### config.mk
export PLATFORM = sky130hd
export DESIGN_NAME = score_bcd_converter
export DESIGN_NICKNAME = d
export VERILOG_FILES = /design/src/rtl/score_pkg.sv /design/src/rtl/bcd_adjust_digit.sv /design/src/rtl/score_bcd_converter.sv
export SDC_FILE = /design/constraint.sdc
export NUM_CORES = 1
export LEC_CHECK = 0
export CAP_MARGIN = 20
export CORE_UTILIZATION = 25
export DETAILED_ROUTE_END_ITERATION = 7
export DONT_BUFFER_PORTS = 1
export SYNTH_ARGS = -nofsm -noshare
export SYNTH_HDL_FRONTEND = slang
export SYNTH_SLANG_ARGS = --single-unit
### constraint.sdc
create_clock -name i_Clk -period 1.89 [get_ports i_Clk]
set_input_delay 0.189 -clock i_Clk [delete_from_list [all_inputs] [get_ports i_Clk]]
set_output_delay 0.189 -clock i_Clk [all_outputs]
set_load 0.005 [all_outputs]
### src/rtl/score_pkg.sv
// Shared types and BCD constants for the score keeper / binary-to-BCD stage.
package score_pkg;
  typedef enum logic [1:0] {IDLE, SHIFT, DONE} state_e;

  localparam int BCD_DIGIT_W    = 4;
  localparam int BCD_ADJ_THRESH = 5;
  localparam int BCD_ADJ_ADD    = 3;
  localparam int NUM_DIGITS     = 2;
endpackage

### src/rtl/bcd_adjust_digit.sv
// Double-dabble correction for one BCD nibble: add 3 when the nibble is 5 or more.
module bcd_adjust_digit
  import score_pkg::*;
(
  input  logic [BCD_DIGIT_W-1:0] digit,
  output logic [BCD_DIGIT_W-1:0] adj_digit
);
  assign adj_digit = (digit >= BCD_DIGIT_W'(BCD_ADJ_THRESH))
                   ? digit + BCD_DIGIT_W'(BCD_ADJ_ADD) : digit;
endmodule

### src/rtl/score_bcd_converter.sv
// Score counter plus serial double-dabble converter publishing tens/ones atomically.
// Optional high-score tracking and display select via `define HIGH_SCORE_EN.
module score_bcd_converter
  import score_pkg::*;
#(
  parameter int SCORE_WIDTH = 7,
  parameter int MAX_SCORE   = 99
)(
  input  logic                   i_Clk,
  input  logic                   i_Rst,
  input  logic                   i_Score_Inc,
  input  logic                   i_Score_Clr,
  input  logic                   i_Show_High,
  output logic [SCORE_WIDTH-1:0] o_Score,
  output logic [SCORE_WIDTH-1:0] o_High_Score,
  output logic [3:0]             o_Tens,
  output logic [3:0]             o_Ones,
  output logic                   o_Busy,
  output logic                   o_Done
);
  localparam int BCD_W = NUM_DIGITS * BCD_DIGIT_W;
  localparam int SR_W  = BCD_W + SCORE_WIDTH;
  localparam int CNT_W = $clog2(SCORE_WIDTH + 1);

  state_e                  state;
  logic [SR_W-1:0]         sr;
  logic [CNT_W-1:0]        cnt;
  logic [SCORE_WIDTH-1:0]  disp, conv_val, last_val;
  logic                    pending;

  always_ff @(posedge i_Clk or posedge i_Rst) begin
    if (i_Rst)                                          o_Score <= '0;
    else if (i_Score_Clr)                               o_Score <= '0;
    else if (i_Score_Inc && o_Score != SCORE_WIDTH'(MAX_SCORE)) o_Score <= o_Score + 1'b1;
  end

`ifdef HIGH_SCORE_EN
  always_ff @(posedge i_Clk or posedge i_Rst) begin
    if (i_Rst)                                   o_High_Score <= '0;
    else if (i_Score_Clr && o_Score > o_High_Score) o_High_Score <= o_Score;
  end
  assign disp = i_Show_High ? o_High_Score : o_Score;
`else
  logic unused_show_high;
  assign unused_show_high = i_Show_High;
  assign o_High_Score     = '0;
  assign disp             = o_Score;
`endif

  // Per-digit correction on the BCD part of the shift register, then shift left.
  logic [NUM_DIGITS-1:0][BCD_DIGIT_W-1:0] adj;
  logic [SR_W-1:0]                        sr_adj;
  for (genvar g = 0; g < NUM_DIGITS; g++) begin : g_adj
    bcd_adjust_digit u_adj (
      .digit     (sr[SCORE_WIDTH + g*BCD_DIGIT_W +: BCD_DIGIT_W]),
      .adj_digit (adj[g])
    );
  end
  assign sr_adj = {adj, sr[SCORE_WIDTH-1:0]};

  always_ff @(posedge i_Clk or posedge i_Rst) begin
    if (i_Rst) begin
      state    <= IDLE;
      sr       <= '0;
      cnt      <= '0;
      conv_val <= '0;
      last_val <= '0;
      pending  <= 1'b0;
      o_Tens   <= '0;
      o_Ones   <= '0;
      o_Busy   <= 1'b0;
      o_Done   <= 1'b0;
    end else begin
      o_Done <= 1'b0;
      case (state)
        IDLE: begin
          if (disp != last_val) begin
            sr       <= {{BCD_W{1'b0}}, disp};
            conv_val <= disp;
            cnt      <= '0;
            o_Busy   <= 1'b1;
            state    <= SHIFT;
          end
        end
        SHIFT: begin
          sr  <= {sr_adj[SR_W-2:0], 1'b0};
          cnt <= cnt + 1'b1;
          if (disp != conv_val) pending <= 1'b1;
          if (cnt == CNT_W'(SCORE_WIDTH - 1)) state <= DONE;
        end
        DONE: begin
          o_Tens   <= sr[SCORE_WIDTH + BCD_DIGIT_W +: BCD_DIGIT_W];
          o_Ones   <= sr[SCORE_WIDTH +: BCD_DIGIT_W];
          last_val <= conv_val;
          o_Done   <= 1'b1;
          pending  <= 1'b0;
          // Value moved while converting: chain straight into a fresh conversion.
          if (pending || disp != conv_val) begin
            sr       <= {{BCD_W{1'b0}}, disp};
            conv_val <= disp;
            cnt      <= '0;
            o_Busy   <= 1'b1;
            state    <= SHIFT;
          end else begin
            o_Busy <= 1'b0;
            state  <= IDLE;
          end
        end
        default: state <= IDLE;
      endcase
    end
  end
endmodule

Word level (Yosys, flattened, before mapping)
Cells that the tools add are included.
{"block": "totals", "ramBits": 0, "output_inout_bits": 24, "regBits": 52, "elab_cells": 62, "latch_bits": 0, "mem_bits_ro": 0, "memories": 0}
{"block": "op_classes", "bitwise": 0, "magnitude_cmp": 2, "div": 0, "eq_ne": 10, "mul": 0, "n_mux": 23, "n_reduce_logical": 12, "shift": 0, "add_sub_neg": 4}
{"operator": "15-bit case mux with 3 select lines", "n": 1}
{"operator": "15-bit 2-to-1 mux", "n": 2}
{"operator": "7-bit 2-to-1 mux", "n": 4}
{"operator": "7-bit inequality test", "n": 2}
{"operator": "7-bit case mux with 2 select lines", "n": 1}
{"operator": "3-bit 2-to-1 mux", "n": 3}
{"operator": "3-bit case mux with 3 select lines", "n": 1}
{"operator": "4-bit by 3-bit greater-or-equal comparator with 1-bit output, second input constant", "n": 2}
{"operator": "2-bit inequality test, second input constant", "n": 4}
{"operator": "7-bit by 1-bit adder with 7-bit output, second input constant", "n": 1}
{"operator": "7-bit inequality test, second input constant", "n": 1}
{"operator": "2-bit case mux with 3 select lines", "n": 1}
{"operator": "2-bit AND reduction", "n": 3}
{"operator": "3-bit AND reduction", "n": 2}
{"operator": "2-bit nonzero test", "n": 3}
{"operator": "1-bit 2-to-1 mux", "n": 5}
{"operator": "4-bit by 2-bit adder with 4-bit output, second input constant", "n": 1}
{"operator": "2-bit 2-to-1 mux", "n": 2}
{"operator": "4-bit 2-to-1 mux", "n": 1}
{"operator": "1-bit case mux with 2 select lines", "n": 2}
{"operator": "3-bit by 1-bit adder with 3-bit output, second input constant", "n": 1}
{"operator": "3-bit by 2-bit adder with 3-bit output, second input constant", "n": 1}
{"operator": "3-bit == test, second input constant", "n": 1}
{"operator": "3-bit nonzero test", "n": 1}
{"operator": "5 further kinds", "n": 5}

Longest topological paths before layout
{"block": "depth", "word_depth": 4, "mapped_depth": 7, "ltp_nobuf": 7}

By module
From an unflattened synthesis, not the netlist that was laid out.
{"block": "unflattened", "cells_unflattened": 233, "hier_area_um2": 2630.0}
{"mod": "score_bcd_converter", "seq_area_each_um2": 1301.2, "area_per_inst_um2": 2427.3, "n_inst": 1, "cells_each": 201}
{"mod": "bcd_adjust_digit", "seq_area_each_um2": 0.0, "area_per_inst_um2": 101.3, "n_inst": 2, "cells_each": 16}

Worst setup path after synthesis
OpenSTA, ideal clock, no wires.
{"block": "synth_timing", "kind": "register to register", "start": "register o_Score[1]", "end": "register conv_val[1]", "stages_incl_launch_ff": 6, "arrival_time_ns": 1.893, "path_buffers": 0, "setup_slack_ns": -0.127, "path_cell_list": "dfrtp_1 xor2_1 nor4_2 nand3_1 o311ai_4 mux2_2"}
{"block": "synth_between", "elab_chain_cells": 4, "elab_cells_between_ends": 9}
{"item": "start, declared", "line": "score_bcd_converter.sv:14", "rtl": "output logic [SCORE_WIDTH-1:0] o_Score,"}
{"item": "start signal, assigned", "line": "score_bcd_converter.sv:34", "rtl": "else if (i_Score_Inc && o_Score != SCORE_WIDTH'(MAX_SCORE)) o_Score <= o_Score + 1'b1;"}
{"item": "7-bit inequality test", "line": "score_bcd_converter.sv:98", "rtl": "if (pending || disp != conv_val) begin"}
{"item": "1-bit logical OR", "line": "score_bcd_converter.sv:98"}
{"item": "2-bit inequality test (no line)"}
{"item": "3-bit AND reduction (no line)"}
{"item": "end signal, assigned", "line": "score_bcd_converter.sv:79", "rtl": "conv_val <= disp;"}
{"item": "end signal, assigned", "line": "score_bcd_converter.sv:100", "rtl": "conv_val <= disp;"}
{"item": "end, declared", "line": "score_bcd_converter.sv:28", "rtl": "logic [SCORE_WIDTH-1:0] disp, conv_val, last_val;"}
Several ways; a longest one is shown, not always the timed one. The select of a mux whose other input is x is not followed.
A chain may end at the register's enable or synchronous reset.

Worst setup path in the final report
{"block": "layout_timing", "start": "register o_Score[1]", "end": "register conv_val[3]"}
{"block": "layout_between", "elab_chain_cells": 4, "elab_cells_between_ends": 6}
{"item": "7-bit inequality test", "line": "score_bcd_converter.sv:98"}
{"item": "1-bit logical OR", "line": "score_bcd_converter.sv:98"}
{"item": "2-bit inequality test (no line)"}
{"item": "3-bit AND reduction (no line) (*)"}
Mark *: on every way between the ends. The rest lies on a longest branch, timed or not.

==> flow_summary.json <==
{
  "synth_edf_count": 0,
  "r2r_cells": 6,
  "initial_utilization_pct": 26.34,
  "power_frac_comb_pct": 43.0,
  "vias": 1681,
  "slew_headroom_pct": 60.34,
  "die-width_um": 101.6,
  "detail_route.wl_per_cell_um": 12.73,
  "most-common-layout-cells": "51 x dfrtp_1, 28 x buf_4, 19 x nand2_1",
  "multi_input_area_um2": 1116,
  "r2r-start": "o_Score[1]",
  "end_kind": "register",
  "tns_ps": -870.4,
  "drt_iter0_drc": 70,
  "htree_levels": 2,
  "finalPower_mw": 4.178,
  "whs_path_depth": 3,
  "hold_viol_final": 0,
  "grt_pass1_wl_um": 8142,
  "cp-start-kind": "register",
  "cap_violations": 0,
  "layout-drive-gt1-share_pct": 25.98,
  "clock_latency_ps": 310,
  "overflow": 0,
  "drv_slew": 0,
  "cts_root_buf": "clkbuf_8",
  "clk_pin_slew_ps": 90,
  "wl_um": 4874,
  "drc": 0,
  "place_congestion": 0.7611,
  "path_class": "register to register",
  "cts_tree": "yes",
  "failed_checks": "negative setup slack",
  "synth_seq_cells": 52,
  "synth_flop_cell": "dfrtp_1",
  "num_antenna_cells": 0,
  "dpl_cell_area_um2": 2806,
  "leakagePower_nw": 1.471,
  "crit_arrival_ps": 2210,
  "grt_setup_unrepaired": "true",
  "cts.sinks": 52,
  "core_um2": 9415,
  "synth_cell_types": 37,
  "skew_ps": 13.78,
  "cp-startpoint": "o_Score[1]",
  "area.growth.synth_to_final_pct": 20.94,
  "fin_nets": 265,
  "viasPerCell": 4.389,
  "die_area_um2": 10320,
  "antenna_found_initial": 0,
  "grt_use_total_pct": 10.38,
  "irDropWorstVdd_mv": 0.3794,
  "mostFrequentLayoutCell": "dfrtp_1",
  "dpl.hpwl_um": 3419,
  "seq_area_frac_synth_pct": 52.47,
  "p_switching_mw": 1.507,
  "grt_max_degree": 33,
  "timing.final.crit_share_pct": 107.0,
  "avgSynthCellArea_um2": 11.12,
  "design_area_um2": 2999,
  "portBuffers": 0,
  "grt_pass1_vias": 1641,
  "power.internal_mw": 2.671,
  "powerDensity_nw_per_um2": 1393,
  "swShare_pct": 36.07,
  "fmax_mhz": 494.4,
  "hold_start": "i_Score_Inc",
  "layout_min_cycle_time_ps": 2023,
  "n_fill_cell": 940,
  "outcome": "complete, but fails checks",
  "worst_slew_pin_slew_ps": 593.4,
  "ant_nets": 0,
  "placementRows": 35,
  "pre_cts_ws_ps": -127.3,
  "ys_warn_count": 0,
  "synth_area_um2": 2480,
  "hp-class": "input port to register",
  "pwr-share-seq_pct": 40.4,
  "fin_ws_ps": -132.8,
  "setup_viol": 8,
  "ios": 29,
  "clock_path_buffers": 2,
  "numCtsBuffers": 5,
  "synth-async-reset-ratio_pct": 100.0,
  "regArea_um2": 1303,
  "die_h_um": 101.6,
  "crit_required_ps": 2080,
  "utilization_pct": 31.85,
  "dr.pass1.iters": 4,
  "synthCells": 223,
  "pwr-share-clk_pct": 16.6,
  "worstPathMaxFanout": 7
}
-- layout make-up --
type | count | area share (%)
Inverter | 13 | 1.627
Timing Repair Buffer | 32 | 9.011
Multi-Input combinational cell | 149 | 37.21
Clock buffer | 8 | 3.338
Tap cell | 129 | 5.382
Sequential cell | 52 | 43.43
-- cells by family (layout without fill, tap and decap cells) --
family | count (synthesis) | after routing | synth area share, %
AND/OR/NAND/NOR | 49 | 49 | 9.536
XOR/XNOR | 21 | 21 | 7.416
other | 1 | 7 | 0.1512
flip-flops | 52 | 52 | 52.47
adder cells (fa/ha/maj) | 7 | 7 | 3.532
buffers and inverters | 28 | 53 | 5.751
multiplexers | 18 | 18 | 8.073
AO/OA/AOI/OAI | 47 | 47 | 13.07
-- Yosys cell counts, types with 2 or more instances --
cell type	count	area share, %
nand3_1	3	0.61
a21oi_1	6	1.2
xnor2_1	4	1.4
mux2_2	16	7.3
buf_4	7	2.1
o21ai_0	14	2.8
inv_1	13	2.0
clkbuf_1	3	0.45
dfrtp_1	52	52
nand2_1	20	3.0
buf_2	3	0.61
nor4_1	4	1.0
ha_1	7	3.5
a22o_1	3	1.1
o2bb2ai_1	2	0.71
nand4_1	2	0.50
nor2_1	11	1.7
mux2i_1	2	0.81
o22ai_1	9	2.3
a31oi_1	2	0.50
xor2_1	17	6.0
nand2b_1	3	0.76
a2bb2oi_1	6	2.1
-- worst max-delay path: stages, from the launching register on --
cell and delay (ps):
dfrtp_2 430, xor2_1 170, nor4_2 340, nand3_1 200, o311ai_4 280, buf_12 160
mux2_2 320
-- per-stage QoR --
stage | std cells | hold WS [ps]
6_report | 383 | 120.3
5_1_grt | 383 | 125.1
4_1_cts | 382 | 136.7
3_5_place_dp | 371 | 114.5
3_3_place_gp | 371 | 112.9
2_1_floorplan | 229 | 251.7
-- sequential cells by signal, summed over array words and instances, names as in the netlist --
signal    count
sr           15
conv_val      7
last_val      7
o_Score       7
o_Ones        4
o_Tens        4
cnt           3
state         2
o_Busy        1
o_Done        1
pending       1
-- power by group through the flow --
stage / registers (mW) / logic [mW] / clock network [mW]
after floorplan: 1.64 / 1.15 / 0
after global placement: 1.69 / 1.58 / 0
after detailed placement: 1.70 / 1.62 / 0
after CTS: 1.68 / 1.67 / 0.712
after global routing: 1.74 / 1.99 / 0.756
final: 1.69 / 1.80 / 0.692
-- routing by layer --
layer / track usage (%) / vias to the layer above / routed length [um]
met1: 13.37 / 831 / 2208
li1: - / 825 / -
met5: 0 / - / 0
met2: 16.42 / 18 / 2396
met4: 5.017 / 0 / 104
met3: 2.415 / 7 / 166
-- worst paths after layout --
path                                    end  slack, ps
max in group asynchronous        o_Score[1]       1010
min in group asynchronous            o_Done        330
worst max-delay path            conv_val[3]       -130
worst min register to register  last_val[0]        510
worst max register to register  conv_val[3]       -130
worst min-delay path             o_Score[1]        120
-- timing repair --
action	in CTS	in global routing
hold buffers	2	0
pin swaps	1	5
setup buffers	1	1
endpoints found under the setup margin	27	30
gates resized for setup	3	13
hold endpoints to repair	27	0
Note: power is estimated with default switching activity, not from simulation.
